<file path="src/rtl/uart_fmt_pkg.sv">
// Shared formatting constants, FSM encoding and BCD helpers for the UART
// text senders.
package uart_fmt_pkg;

  localparam int DIGITS = 10;
  localparam int BCD_W  = 4 * DIGITS;

  localparam logic [7:0] CH_0     = 8'h30;
  localparam logic [7:0] CH_CR    = 8'h0D;
  localparam logic [7:0] CH_LF    = 8'h0A;
  localparam logic [7:0] CH_MINUS = 8'h2D;

  typedef enum logic [1:0] {
    IDLE,
    CONVERT,
    EMIT_ON,
    EMIT_OFF
  } state_t;

  function automatic logic [BCD_W-1:0] dd_adj(
    input logic [BCD_W-1:0] b
  );
    logic [BCD_W-1:0] r;
    r = b;
    for (int i = 0; i < DIGITS; i++) begin
      if (b[4*i +: 4] >= 4'd5)
        r[4*i +: 4] = b[4*i +: 4] + 4'd3;
    end
    return r;
  endfunction

  function automatic logic [3:0] nib_at(
    input logic [BCD_W-1:0] b,
    input logic [3:0]       sel
  );
    logic [3:0] r;
    r = 4'h0;
    for (int i = 0; i < DIGITS; i++) begin
      if (sel == 4'(i))
        r = b[4*i +: 4];
    end
    return r;
  endfunction

  function automatic logic [3:0] top_digit(
    input logic [BCD_W-1:0] b
  );
    logic [3:0] r;
    r = 4'h0;
    for (int i = 0; i < DIGITS; i++) begin
      if (b[4*i +: 4] != 4'h0)
        r = 4'(i);
    end
    return r;
  endfunction

endpackage

</file>
<file path="src/rtl/bin2bcd_seq.sv">
// Sequential double-dabble: 32 shift/adjust iterations, one per clock,
// with a one-cycle done pulse after the last one.
module bin2bcd_seq
  import uart_fmt_pkg::*;
(
  input  logic             mclk,
  input  logic             reset,
  input  logic             start,
  input  logic [31:0]      bin,
  output logic             done,
  output logic [BCD_W-1:0] bcd
);

  logic [31:0]      shreg;
  logic [4:0]       cnt;
  logic             run;
  logic [BCD_W-1:0] adj;

  assign adj = dd_adj(bcd);

  always_ff @(posedge mclk or negedge reset) begin
    if (!reset) begin
      shreg <= '0;
      bcd   <= '0;
      cnt   <= '0;
      run   <= 1'b0;
      done  <= 1'b0;
    end else begin
      done <= 1'b0;
      if (start) begin
        shreg <= bin;
        bcd   <= '0;
        cnt   <= '0;
        run   <= 1'b1;
      end else if (run) begin
        {bcd, shreg} <= {adj, shreg} << 1;
        cnt <= cnt + 5'd1;
        if (cnt == 5'd31) begin
          run  <= 1'b0;
          done <= 1'b1;
        end
      end
    end
  end

endmodule

</file>
<file path="src/rtl/send_uint32_dec_tx_buf.sv">
// 32-bit value to ASCII decimal sender feeding uart_buffer, paced by baud_x1.
// Build option: DEC_SIGNED_EN treats data as two's complement with '-' prefix.
module send_uint32_dec_tx_buf
  import uart_fmt_pkg::*;
#(
  parameter bit EOL_CRLF = 1'b1
)(
  input  logic        mclk,
  input  logic        reset,
  input  logic        baud_x1,
  input  logic [31:0] data,
  input  logic        data_strobe,
  output logic [7:0]  curr_char,
  output logic        send_strobe,
  output logic        busy
);

`ifdef DEC_SIGNED_EN
  localparam int CW = 5;
`else
  localparam int CW = 4;
`endif

  state_t           state, state_n;
  logic             data_strobe_d;
  logic             req, start, done, emit, unstrobe;
  logic [31:0]      mag;
  logic [BCD_W-1:0] bcd;
  logic [3:0]       fd;
  logic [CW-1:0]    idx, k, n_chars;
  logic [7:0]       ch;
  logic             neg;

`ifdef DEC_SIGNED_EN
  assign mag = data[31] ? (~data + 32'd1) : data;

  always_ff @(posedge mclk or negedge reset) begin
    if (!reset)     neg <= 1'b0;
    else if (start) neg <= data[31];
  end
`else
  assign mag = data;
  assign neg = 1'b0;
`endif

  bin2bcd_seq u_bcd (
    .mclk  (mclk),
    .reset (reset),
    .start (start),
    .bin   (mag),
    .done  (done),
    .bcd   (bcd)
  );

  assign req     = data_strobe & ~data_strobe_d;
  assign busy    = (state != IDLE);
  assign n_chars = CW'(neg) + CW'(fd) + CW'(1)
                 + (EOL_CRLF ? CW'(2) : CW'(0));
  assign k       = idx - CW'(neg);

  always_comb begin
    ch = CH_LF;
    unique case (1'b1)
      (neg && idx == '0):
        ch = CH_MINUS;
      (k <= CW'(fd)):
        ch = CH_0 | {4'h0, nib_at(bcd, fd - k[3:0])};
      (k == CW'(fd) + CW'(1)):
        ch = CH_CR;
      default:
        ch = CH_LF;
    endcase
  end

  always_comb begin
    state_n  = state;
    start    = 1'b0;
    emit     = 1'b0;
    unstrobe = 1'b0;
    case (state)
      IDLE:
        if (req) begin
          start   = 1'b1;
          state_n = CONVERT;
        end
      CONVERT:
        if (done) state_n = EMIT_ON;
      EMIT_ON:
        if (baud_x1) begin
          emit    = 1'b1;
          state_n = EMIT_OFF;
        end
      EMIT_OFF:
        if (baud_x1) begin
          unstrobe = 1'b1;
          state_n  = (idx == n_chars) ? IDLE : EMIT_ON;
        end
      default:
        state_n = IDLE;
    endcase
  end

  always_ff @(posedge mclk or negedge reset) begin
    if (!reset) begin
      state         <= IDLE;
      data_strobe_d <= 1'b0;
      curr_char     <= 8'h00;
      send_strobe   <= 1'b0;
      idx           <= '0;
      fd            <= 4'h0;
    end else begin
      state         <= state_n;
      data_strobe_d <= data_strobe;
      if (start) idx <= '0;
      if (done)  fd  <= top_digit(bcd);
      if (emit) begin
        curr_char   <= ch;
        send_strobe <= 1'b1;
        idx         <= idx + CW'(1);
      end
      if (unstrobe) send_strobe <= 1'b0;
    end
  end

endmodule

</file>
<file path="config.mk">
export PLATFORM = sky130hd
export DESIGN_NAME = send_uint32_dec_tx_buf
export DESIGN_NICKNAME = d
export VERILOG_FILES = /design/src/rtl/uart_fmt_pkg.sv /design/src/rtl/bin2bcd_seq.sv /design/src/rtl/send_uint32_dec_tx_buf.sv
export SDC_FILE = /design/constraint.sdc
export NUM_CORES = 1
export LEC_CHECK = 0
export CORE_UTILIZATION = 55
export CTS_BUF_LIST = sky130_fd_sc_hd__clkbuf_8
export CTS_CLUSTER_SIZE = 20
export DETAILED_ROUTE_END_ITERATION = 6
export PLACE_DENSITY = 0.79
export SYNTH_ARGS = -nofsm -noshare
export SYNTH_HDL_FRONTEND = slang
export SYNTH_SLANG_ARGS = --single-unit
</file>
<file path="constraint.sdc">
create_clock -name mclk -period 2.4 [get_ports mclk]
set_clock_uncertainty 0.1 [all_clocks]
set_input_delay 0.48 -clock mclk [delete_from_list [all_inputs] [get_ports mclk]]
set_output_delay 0.48 -clock mclk [all_outputs]
set_load 0.005 [all_outputs]
</file>
==> metrics list <==
- The run finished with clean final reports.
- DIE AREA: 10800 µm²
- Final Instance Count excl. Fillers: 786
* Final weighted congestion in routability-driven placement: 0.916
* Final Max Tran Viols: 0
- Power Total: 9800 µW
- Power density over cell area: 1480 nW/µm²
- Among all stages on the critical path, the largest delay is contributed by sky130_fd_sc_hd__fa_2.
* Number of vias per cell after detailed routing: 5.70
- Slowest stage delay, CP: 620 ps
* Number of I/O pins: 46
- RSZ-0062 raised after global routing: true
- Slew @ Worst Pin: 529 ps
- Number of antenna violations at the first check in global routing: 0
- Floorplan Core Area: 9950 µm²
* Area used by multi-input combinational logic: 3080 µm²
- Crit Path Max Fanout: 9
* Kind of end point of the critical path: register
* Number of hold-slack violations in the final timing report: 0
* Worst Setup Start Kind: register
* Most frequent standard cell in the layout excluding fill and tap cells: sky130_fd_sc_hd__dfrtp_1
- Leak pwr: 0.00290 µW
* Maximum ir drop on the vdd rail: 855 µV
- For this run, the share of the core covered by cells in the final layout is 66.4%.
* Average wire per cell in the routed design: 15.1 µm
* Ys Warns: 0
- For the worst setup path, the data arrival time is 2540 ps.
- CTS buffer count: 9
* Dominant register cell in the synthesized netlist: sky130_fd_sc_hd__dfrtp_1
- Cell area after synthesis: 5730 µm²
- Maximum clock frequency: 419 MHz
* Clock transition at the register clock pins on the worst setup and hold paths after CTS: 110 ps
- Global-route wire length before repair: 20.3 mm
- Summed over all failing endpoints, the final setup total negative slack is 0 ps.
- For this configuration, the core starts out at a cell density of 57.6%.
* Layout-stage area growth over the synthesis result: 15.2%
* Number of H-tree levels: 3
- Relative max-transition margin: 64.8%
- The clock passes through at most 2 buffers.
- The routed layout has 4484 vias.
- Count of unique library cells instantiated by Yosys: 58
* Flip-flop and latch count after synthesis: 96
- Clock root buffer: sky130_fd_sc_hd__clkbuf_8
- Port buffering added 43 buffers.
* Commonest non-fill, non-tap cells in the layout: 95 x sky130_fd_sc_hd__dfrtp_1, 68 x sky130_fd_sc_hd__nand2_1, 57 x sky130_fd_sc_hd__mux2i_1
- Synthesized area per cell: 9.52 µm²
- After detailed routing, the total wire length is 11.9 mm.
- Number of global-route vias before repair: 4354
- After global routing the overflow that remains totals 0.
- The detailed router finished its first iteration with 296 violations.
- TritonCTS built the clock tree.
* Class of the tightest hold or removal check: register to register
- Number of enable-type register cells in the synthesized netlist: 0
- Critical path cell sequence: inv_1, ha_2, fa_2, buf_8, buf_4, nor2_1, a221oi_1, nor2_1, mux2i_1, a31oi_1
* Setup violations, final: 0
- Final nets: 714
- In this run the remaining antenna-violating nets after routing total 0.
- Synthesis handed over a netlist of 602 instances.
* GR Util All Layers: 23.0%
- Most frequent CP cell: sky130_fd_sc_hd__nor2_1
* Worst-skew pair later-pin latency: 370 ps
* Final routed DRC violation total: 0
- Detailed placement finished with a half-perimeter wire length of 8.42 mm.
- The clock period could shrink to 2390 ps.
- Number of inserted diodes: 0
- From left edge to right edge, the die measures 104 µm.
* Class of the most critical setup path: register to register
- Height of the chip: 104 µm
- Of all flip-flops after synthesis, the portion carrying an async set or reset was 100%.
- Fill cells in the final layout number 792.
- After layout, the worst path uses 99.5% of the clock period.
- The floorplan has 36 rows.
- The first TritonRoute pass finished after 4 iterations.
- After detailed placement, the design holds a cell count of 763.
- Maximum number of pins on one net before global-route repair: 112
- Share of final-layout standard cells stronger than drive strength 1: 9.80%
- Sequential cell area: 2410 µm²
* Max Cap Violations: 0
* CP required: 2550 ps
* Minimum hold slack: 397 ps
- Counting every sink on the clock net gives 96.
- Part of the Yosys area used for sequential elements: 41.9%
## cells by family (layout without fill, tap and decap cells)
group                    after synthesis  after routing  share of synthesized area, %
other                                  1              2                        0.0654
multiplexers                          65             65                          12.7
buffers and inverters                 62            112                          4.89
adder cells (fa/ha/maj)               30             30                          6.68
AND/OR/NAND/NOR                      182            182                          14.9
AO/OA/AOI/OAI                        142            142                          15.2
XOR/XNOR                              24             24                          3.67
flip-flops                            96             96                          41.9
## registers in the layout, indices dropped and copies added (netlist names)
signal,flops
u_bcd.done,1
data_strobe_d,1
u_bcd.bcd,40
u_bcd.cnt,5
u_bcd.run,1
idx,4
u_bcd.shreg,32
fd,4
state,2
send_strobe,1
curr_char,5
## timing repair
item	in CTS	in global routing
gates resized for setup	0	10
buffers inserted	0	6
hold buffers	1	0
endpoints found under the hold margin	24	0
endpoints found under the setup margin	0	3
## worst max-delay path, delay by kind of cell, from the launching register on
kind                     cells  cell delay (ps)
AO/OA/AOI/OAI                2              360
adder cells (fa/ha/maj)      2              810
buffers and inverters        3              300
flip-flops                   1              370
multiplexers                 1              170
AND/OR/NAND/NOR              2              160
## per-stage QoR
step                      setup WS [ps]  area [µm²]
after floorplan                    75.5        5740
after global placement              142        6340
after detailed placement           65.8        6340
after CTS                          14.3        6530
after global routing              -83.3        6610
final                              11.8        6610
## worst paths after layout
check | to | from | slack (ps) | cells past startpoint
setup reg to reg | curr_char[0] | fd[0] | 10 | 10
hold reg to reg | send_strobe | send_strobe | 400 | 2
min in group asynchronous | u_bcd.bcd[35] | reset | 530 | 2
hold / removal | send_strobe | send_strobe | 400 | 2
max in group asynchronous | u_bcd.shreg[31] | reset | 1110 | 3
setup / recovery | curr_char[0] | fd[0] | 10 | 10
## layer usage
layer,GRT usage (%),up-vias,share of wire [%]
met5,0,-,0
met4,10.1,0,2.2
met3,2.38,21,2.3
met2,37.3,81,48
met1,31.5,2183,48
li1,-,2199,-
## synth_stat cells, drive strengths merged (2+ instances only)
cell type | number | area, µm²
a211oi | 8 | 60.1
a21o | 4 | 31.3
a21oi | 41 | 205
a221oi | 2 | 17.5
a31oi | 2 | 12.5
a41oi | 2 | 17.5
and3 | 3 | 18.8
buf | 20 | 123
clkbuf | 12 | 45.0
dfrtp | 96 | 2400
ha | 29 | 363
inv | 29 | 109
mux2 | 2 | 22.5
mux2i | 57 | 571
mux4 | 6 | 135
nand2 | 69 | 262
nand2b | 10 | 62.6
nand3 | 18 | 90.1
nand4 | 3 | 18.8
nor2 | 51 | 194
nor3 | 5 | 25.0
nor3b | 14 | 116
nor4 | 2 | 12.5
o211ai | 5 | 37.5
o21a | 2 | 15.0
o21ai | 57 | 285
o22ai | 3 | 18.8
o311ai | 2 | 25.0
o31ai | 2 | 15.0
o41ai | 3 | 45.1
or2 | 3 | 18.8
or3 | 2 | 17.5
xnor2 | 15 | 131
xor2 | 9 | 78.8
## cell type report
| type | instances | share of cell area, % |
|---|---|---|
| clock buffers | 9 | 1.88 |
| repair buffers | 66 | 10.0 |
| multi-input cells | 445 | 46.6 |
| clock inverters | 7 | 0.833 |
| inverters | 30 | 1.70 |
| well taps | 133 | 2.52 |
| flip-flops and latches | 96 | 36.4 |
## power by group
group	leakage [µW]	internal, µW	total [µW]	switching [µW]
sequential	0.00119	2380	3170	793
clock	0.0000920	389	1010	620
combinational	0.00162	2730	5620	2890
(Power assumes the default switching activity.)
